[src/rtl/boxcar_decim_pkg.sv]
// Shared types and sizing helpers for the boxcar decimator controller.
package boxcar_decim_pkg;

   localparam int unsigned DATA_WIDTH_DEF = 16;
   localparam int unsigned LOG2_MAX_DEF   = 8;

   typedef enum logic [1:0] {
      IDLE,
      ALIGN,
      RUN
   } state_t;

   // Accumulator width that holds a full block of max length without overflow.
   function automatic int unsigned acc_width(input int unsigned data_width,
                                             input int unsigned log2_max);
      return data_width + log2_max;
   endfunction

endpackage

[src/rtl/boxcar_decim_if.sv]
// Sample stream in and averaged stream out of the boxcar decimator.
interface boxcar_decim_if #(
   parameter int unsigned DATA_WIDTH = 16
);
   logic                         sync;
   logic signed [DATA_WIDTH-1:0] din;
   logic                         din_valid;
   logic signed [DATA_WIDTH-1:0] dout;
   logic                         dout_valid;

   modport master (output sync, din, din_valid, input dout, dout_valid);
   modport slave  (input sync, din, din_valid, output dout, dout_valid);
endinterface

[src/rtl/boxcar_decim_acc.sv]
// Block accumulator and arithmetic-shift averaging datapath.
module boxcar_decim_acc
   import boxcar_decim_pkg::*;
#(
   parameter int unsigned DATA_WIDTH = DATA_WIDTH_DEF,
   parameter int unsigned LOG2_MAX   = LOG2_MAX_DEF,
   localparam int unsigned CFG_W     = $clog2(LOG2_MAX + 1)
) (
   input  logic                         clk,
   input  logic                         resetn,
   input  logic                         clear,
   input  logic                         load,
   input  logic                         add,
   input  logic [CFG_W-1:0]             shift,
   input  logic signed [DATA_WIDTH-1:0] din,
   output logic signed [DATA_WIDTH-1:0] result_c
);
   localparam int unsigned ACC_W = acc_width(DATA_WIDTH, LOG2_MAX);

   logic signed [ACC_W-1:0] acc;
   logic signed [ACC_W-1:0] base_c;
   logic signed [ACC_W-1:0] sum_c;
   logic signed [ACC_W-1:0] shifted_c;

   // Sum including the current sample; a load starts from zero instead of acc.
   always_comb begin
      base_c    = load ? '0 : acc;
      sum_c     = base_c + ACC_W'(din);
      shifted_c = sum_c >>> shift;
      result_c  = DATA_WIDTH'(shifted_c);
   end

   // Accumulator register; clear wins so a dumping sample leaves acc empty.
   always_ff @(posedge clk or negedge resetn) begin
      if (!resetn) begin
         acc <= '0;
      end else if (clear) begin
         acc <= '0;
      end else if (load || add) begin
         acc <= sum_c;
      end
   end

endmodule

[src/rtl/boxcar_decim_ctrl.sv]
// Accumulate-and-dump boxcar decimator: FSM, config shadowing and counters.
module boxcar_decim_ctrl
   import boxcar_decim_pkg::*;
#(
   parameter int unsigned DATA_WIDTH = DATA_WIDTH_DEF,
   parameter int unsigned LOG2_MAX   = LOG2_MAX_DEF,
   localparam int unsigned CFG_W     = $clog2(LOG2_MAX + 1)
) (
   input  logic             clk,
   input  logic             resetn,
   input  logic             enable,
   input  logic [CFG_W-1:0] cfg_log2,
   input  logic             cfg_update,
   boxcar_decim_if.slave    bus,
   output logic [CFG_W-1:0] cfg_active,
   output logic             cfg_error,
   output logic [31:0]      block_cnt
);
   localparam int unsigned CNT_W = LOG2_MAX;

   state_t                       state;
   logic [CNT_W-1:0]             cnt;
   logic [CFG_W-1:0]             pending;

   logic                         over_c;
   logic [CFG_W-1:0]             pending_nxt_c;
   logic [CFG_W-1:0]             eff_log2_c;
   logic [CNT_W-1:0]             eff_cnt_c;
   logic [CNT_W:0]               span_c;
   logic [CNT_W-1:0]             last_idx_c;
   logic                         take_c;
   logic                         start_c;
   logic                         last_c;
   logic                         clear_c;
   logic signed [DATA_WIDTH-1:0] result_c;

   // Sample qualification: accept, (re)start a block, or close one.
   always_comb begin
      over_c        = 32'(cfg_log2) > LOG2_MAX;
      pending_nxt_c = cfg_update ? (over_c ? CFG_W'(LOG2_MAX) : cfg_log2) : pending;
      take_c        = enable && bus.din_valid &&
                      ((state == RUN) || ((state == ALIGN) && bus.sync));
      start_c       = take_c && bus.sync && ((state == ALIGN) || (cnt != '0));
      eff_log2_c    = start_c ? pending_nxt_c : cfg_active;
      eff_cnt_c     = start_c ? '0 : cnt;
      span_c        = (CNT_W + 1)'(1) << eff_log2_c;
      last_idx_c    = CNT_W'(span_c - (CNT_W + 1)'(1));
      last_c        = take_c && (eff_cnt_c == last_idx_c);
      clear_c       = !enable || last_c || ((state != RUN) && !start_c);
   end

   boxcar_decim_acc #(
      .DATA_WIDTH (DATA_WIDTH),
      .LOG2_MAX   (LOG2_MAX)
   ) u_acc (
      .clk      (clk),
      .resetn   (resetn),
      .clear    (clear_c),
      .load     (start_c),
      .add      (take_c && !start_c),
      .shift    (eff_log2_c),
      .din      (bus.din),
      .result_c (result_c)
   );

   // FSM, sample counter, block counter and registered output sample.
   always_ff @(posedge clk or negedge resetn) begin
      if (!resetn) begin
         state          <= IDLE;
         cnt            <= '0;
         bus.dout       <= '0;
         bus.dout_valid <= 1'b0;
         block_cnt      <= '0;
      end else begin
         bus.dout_valid <= last_c;
         if (last_c) begin
            bus.dout  <= result_c;
            block_cnt <= block_cnt + 32'd1;
         end
         if (!enable) begin
            state <= IDLE;
            cnt   <= '0;
         end else begin
            if (last_c) begin
               cnt <= '0;
            end else if (start_c) begin
               cnt <= CNT_W'(1);
            end else if (take_c) begin
               cnt <= cnt + CNT_W'(1);
            end
            case (state)
               IDLE: begin
                  state     <= ALIGN;
                  block_cnt <= '0;
               end
               ALIGN: begin
                  if (start_c) begin
                     state <= RUN;
                  end
               end
               RUN:     state <= RUN;
               default: state <= IDLE;
            endcase
         end
      end
   end

   // Config shadow: pending follows updates, active picks it up at block boundaries.
   always_ff @(posedge clk or negedge resetn) begin
      if (!resetn) begin
         pending    <= '0;
         cfg_active <= '0;
         cfg_error  <= 1'b0;
      end else begin
         pending <= pending_nxt_c;
         if (cfg_update) begin
            cfg_error <= over_c;
         end
         if ((state != RUN) || last_c || start_c) begin
            cfg_active <= pending_nxt_c;
         end
      end
   end

endmodule
[src/flat_wrapper.sv]
// flat-port wrapper written by rule: the top's interface ports become plain ports
module boxcar_decim_ctrl_flat import boxcar_decim_pkg::*;
#(
   parameter int unsigned DATA_WIDTH = DATA_WIDTH_DEF,
   parameter int unsigned LOG2_MAX   = LOG2_MAX_DEF,
   localparam int unsigned CFG_W     = $clog2(LOG2_MAX + 1)
)
  (clk, resetn, enable, cfg_log2, cfg_update, cfg_active, cfg_error, block_cnt, bus_sync, bus_din, bus_din_valid, bus_dout, bus_dout_valid);
  boxcar_decim_if #(.DATA_WIDTH(DATA_WIDTH)) bus_i ();
  input  logic clk;
  input  logic resetn;
  input  logic enable;
  input  logic [CFG_W-1:0] cfg_log2;
  input  logic cfg_update;
  output logic [CFG_W-1:0] cfg_active;
  output logic cfg_error;
  output logic [31:0] block_cnt;
  input wire logic [$bits(bus_i.sync)-1:0] bus_sync;
  input wire logic [$bits(bus_i.din)-1:0] bus_din;
  input wire logic [$bits(bus_i.din_valid)-1:0] bus_din_valid;
  output wire logic [$bits(bus_i.dout)-1:0] bus_dout;
  output wire logic [$bits(bus_i.dout_valid)-1:0] bus_dout_valid;
  assign bus_i.sync = bus_sync;
  assign bus_i.din = bus_din;
  assign bus_i.din_valid = bus_din_valid;
  assign bus_dout = bus_i.dout;
  assign bus_dout_valid = bus_i.dout_valid;
  boxcar_decim_ctrl #(.DATA_WIDTH(DATA_WIDTH), .LOG2_MAX(LOG2_MAX)) u_core (.clk(clk), .resetn(resetn), .enable(enable), .cfg_log2(cfg_log2), .cfg_update(cfg_update), .bus(bus_i), .cfg_active(cfg_active), .cfg_error(cfg_error), .block_cnt(block_cnt));
endmodule
[config.mk]
export PLATFORM = sky130hd
export DESIGN_NAME = boxcar_decim_ctrl_flat
export DESIGN_NICKNAME = d
export VERILOG_FILES = /design/src/rtl/boxcar_decim_pkg.sv /design/src/rtl/boxcar_decim_if.sv /design/src/rtl/boxcar_decim_acc.sv /design/src/rtl/boxcar_decim_ctrl.sv /design/src/flat_wrapper.sv
export SDC_FILE = /design/constraint.sdc
export NUM_CORES = 1
export LEC_CHECK = 0
export BUFFER_PORTS_ARGS = -buffer_cell sky130_fd_sc_hd__clkbuf_2
export CELL_PAD_IN_SITES_DETAIL_PLACEMENT = 1
export CELL_PAD_IN_SITES_GLOBAL_PLACEMENT = 2
export CORE_UTILIZATION = 36
export DETAILED_ROUTE_END_ITERATION = 6
export GPL_ROUTABILITY_DRIVEN = 0
export GPL_TIMING_DRIVEN = 0
export PLACE_DENSITY = 0.92
export RECOVER_POWER = 50
export SETUP_SLACK_MARGIN = 0.15
export SLEW_MARGIN = 10
export SYNTH_ARGS = -nofsm -noshare
export SYNTH_HDL_FRONTEND = slang
export SYNTH_SLANG_ARGS = --single-unit
[constraint.sdc]
create_clock -name clk -period 6.9 [get_ports clk]
set_input_delay 0 -clock clk [delete_from_list [all_inputs] [get_ports clk]]
set_output_delay 0 -clock clk [all_outputs]
set_load 0.05 [all_outputs]
==> out/qor.csv <==
stage,metric,value,unit
status,status,finished with violations,
status,failing checks,"max-capacitance violations, max-slew violations",
place,placed cell area,8135,sq um
logic_synthesis,Synth Area in XOR/XNOR,3.317,%
layout,filler instances,2538,
layout,share of cells above drive strength 1,11.12,%
worst_hold_path,worst min-delay path class,in -> reg,
sta,final critical-path required period,6344,ps
global_route,total grt overflow,0,
clock_tree,CTS Buffer Depth,2,
sta,period utilisation layout,91.94,%
logic_synthesis,Post-synth EDFFs,0,
layout,Ant. Diodes,0,
sta,count of pins over their slew limit,93,
logic_synthesis,post-synth cell types,80,
setup_path,WS Path Type,reg -> reg,
logic_synthesis,Synth top cells by count,"nand2_1 (111), nor2_1 (94), dfrtp_1 (92)",
clock_tree,clk_lat worst skew,360,ps
power,switching share of total power,43.55,%
die,die area,21110,sq um
global_route,first-pass GRT wire length,40380,microns
detailed_routing,DRT iter0 DRCs,448,
logic_synthesis,area share of and/or/nand/nor cells after synthesis,25.39,%
power,Clock Power Share,26.5,%
clock_tree,Num CTS Buffers,9,
power,leakage,0.003881,uW
detailed_routing,DRT Wirelength,24370,microns
power,Sw Pwr,828.0,uW
global_route,largest net degree at the start of global routing,93,
detailed_routing,DR top layer,met4,
logic_synthesis,most frequent cell after synthesis,nand2_1,
clock_tree,CTS tree,done,
clock_tree,CTS HTree Levels,3,
sta,Worst Tran Pin Value,5153,ps
logic_synthesis,"top cells by area, synth","dfrtp_1 (31%), nand2_1 (5.6%), a21oi_1 (5.5%)",
setup_path,reg2reg start,u_core.state[1],
logic_synthesis,syn nets,970,
die,Initial Utilization,36.66,%
detailed_routing,vias post-DR,7489,
logic_synthesis,"Top FF cell, synth",dfrtp_1,
die,Boundary Pins,80,
place,post-DP HPWL,18540,microns
clock_tree,Worst-path clk slew,80,ps
setup_path,worst setup path end,u_core.bus.dout[9],
power,Comb pwr share,43.3,%
logic_synthesis,adder-cell share of the synthesized area,5.348,%
die,Die Span Y,145.3,microns
detailed_routing,Vias/cell,5.823,
setup_path,"reg-to-reg slack, setup",560,ps
logic_synthesis,mux cell area share after synthesis,6.549,%
die,CORE AREA,20170,sq um
logic_synthesis,post-synthesis sequential area ratio,31.14,%
sta,clk_skew,12.95,ps
sta,max frequency,0.1576,GHz
layout,"Net count, final",1068,
detailed_routing,metal2 WL,11650,microns
power,PwrDens,224.4,nW/um^2
setup_path,terminus of the critical flop-to-flop path,u_core.bus.dout[9],
global_route,gr usage total,23.71,%
sta,final setup fails,0,
logic_synthesis,Post-synth ARST share,100.0,%
setup_path,CP required,7200,ps
clock_tree,Root Buffer,clkbuf_16,
sta,Max transition margin,-243.6,%
layout,Finished Cell Area,8473,sq um
place,Buffers on Ports,79,
global_route,initial antenna violation count,0,
setup_path,CP startpoint,u_core.state[1],
setup_path,Worst Setup Start Kind,flip-flop,
sta,Final Hold Viols,0,
logic_synthesis,post-synthesis compound-gate area fraction,24.45,%
logic_synthesis,Yosys top cell by area,dfrtp_1,
detailed_routing,Met3 Wirelength,799,microns
logic_synthesis,post-synthesis cell area,7393,sq um
global_route,number of global-route vias before repair,7505,
detailed_routing,met1 wire length,11380,microns
detailed_routing,drt first pass iters,5,
logic_synthesis,post-synth top area share,31.14,%
sta,setup tns final,0,ps
setup_path,crit path DAT,6640,ps
die,row cnt,52,
power,worst vdd ir,124.2,uV
logic_synthesis,Cells after Synth,913,
clock_tree,clk sinks,92,
detailed_routing,DRC errors left,0,
detailed_routing,average wire per cell in the routed design,18.95,microns
sta,RSZ-0062 raised after global routing,false,
job,Max-Cap Viols,1,
layout,Area growth syn-to-layout,14.60,%
setup_path,Max Fanout on Critical Path,10,
logic_synthesis,Mapped Avg Cell Area,8.098,sq um
power,Pint,1073,uW
setup_path,R2R depth,21,
detailed_routing,post-route ant nets,0,
logic_synthesis,largest family of logic cells by synthesized area,simple AND/OR/NAND/NOR gates,
logic_synthesis,register bit count reported by yosys,92,
setup_path,CP endpoint kind,flip-flop,
logic_synthesis,synthesis warning total,0,
die,DIE WIDTH,145.3,microns
power,Reg power frac,30.1,%
==> placed cells by master (no fill, tap or decap), drive strengths merged, types with 8 or more instances in the layout <==
master  instances
and3           19
nand2         112
a41o            8
clkbuf        133
o211ai         16
nand3          26
dfrtp          92
a21oi          81
a21o           18
a31oi          15
inv            26
xnor2          14
nor2           95
ha             30
a211oi         15
mux2           12
nand4          11
nor3           22
mux2i          30
or3            10
and2           33
buf             8
xor2           14
nand2b         13
o21ai          43
==> through the flow <==
stage	instances	hold slack [ps]	worst slack [ps]	util (%)	power, uW
floorplan	913	-295.6	1809	-	1148
finish	1286	99.42	556.0	42.01	1901
CTS	1283	83.05	221.3	42.06	1904
global placement	1262	322.8	261.0	40.29	1378
global route	1286	135.3	175.9	42.01	2011
detailed placement	1262	139.5	175.0	40.34	1390
==> layout make-up <==
cell class,count,area (sq um),share of cell area (%)
clock buffers,9,225.2,2.658
multi-input cells,749,4825,56.94
repair buffers,87,434.2,5.124
flip-flops and latches,92,2302,27.17
plain buffers,50,200.2,2.363
inverters,22,82.58,0.9746
well taps,270,337.8,3.987
clock inverters,7,66.31,0.7826
==> power by group through the flow <==
stage | Combinational [uW] | Clock, uW | Sequential (uW)
3_5_place_dp | 807 | 0 | 583
2_1_floorplan | 544 | 0 | 604
4_1_cts | 814 | 518 | 572
5_1_grt | 901 | 534 | 576
6_report | 824 | 505 | 573
3_3_place_gp | 796 | 0 | 582
==> worst max-delay path, stage by stage, from the launching register on <==
cell	delay [ps]
dfrtp_1	380
inv_1	70
ha_1	270
or4_4	580
o21ai_2	340
clkbuf_1	430
clkbuf_2	340
clkbuf_1	450
and2_1	200
ha_1	160
inv_1	60
fa_1	390
nand2b_1	200
a21oi_2	370
o21a_1	310
o2111ai_1	180
a31oi_1	330
xnor2_1	290
a221oi_1	370
nand2_1	90
a311oi_1	350
a21o_1	120
==> per-layer routing <==
layer	global-route usage [%]	up-vias
met5	0	-
met3	2.421	36
met1	32.09	3745
li1	-	3556
met2	39.76	152
met4	7.421	0
==> worst min-delay path by stage <==
stage | from | to | slack, ps | cells past startpoint
final | bus_din[0] | u_core.u_acc.acc[0] | 100 | 4
after global routing | bus_din[0] | u_core.u_acc.acc[0] | 140 | 4
after CTS | cfg_update | u_core.pending[3] | 80 | 2
after detailed placement | resetn | u_core.block_cnt[28] | 140 | 1
after global placement | cfg_log2[2] | u_core.cfg_error | 320 | 3
after floorplan | resetn | u_core.block_cnt[0] | -300 | 0
==> sequential cells by signal, summed over array words and instances (netlist names) <==
register               count
u_core.bus.dout_valid      1
u_core.cnt                 8
u_core.state               2
u_core.cfg_error           1
u_core.pending             4
u_core.cfg_active          4
u_core.bus.dout           16
u_core.u_acc.acc          24
u_core.block_cnt          32
==> logic make-up after synthesis <==
| group | after synthesis |
|---|---|
| buf+inv | 72 |
| flops | 92 |
| fa+ha+maj | 31 |
| compound gates | 267 |
| xor+xnor | 28 |
| mux | 44 |
| simple gates | 379 |
==> repair_timing <==
action                     in CTS  in global routing
setup endpoints to repair       2                 15
setup buffers                   0                  3
hold buffers                    5                  0
pin swaps                       0                  2
resized for setup               1                  4
hold endpoints to repair       96                  0
Power figures use the tool's default switching activity.
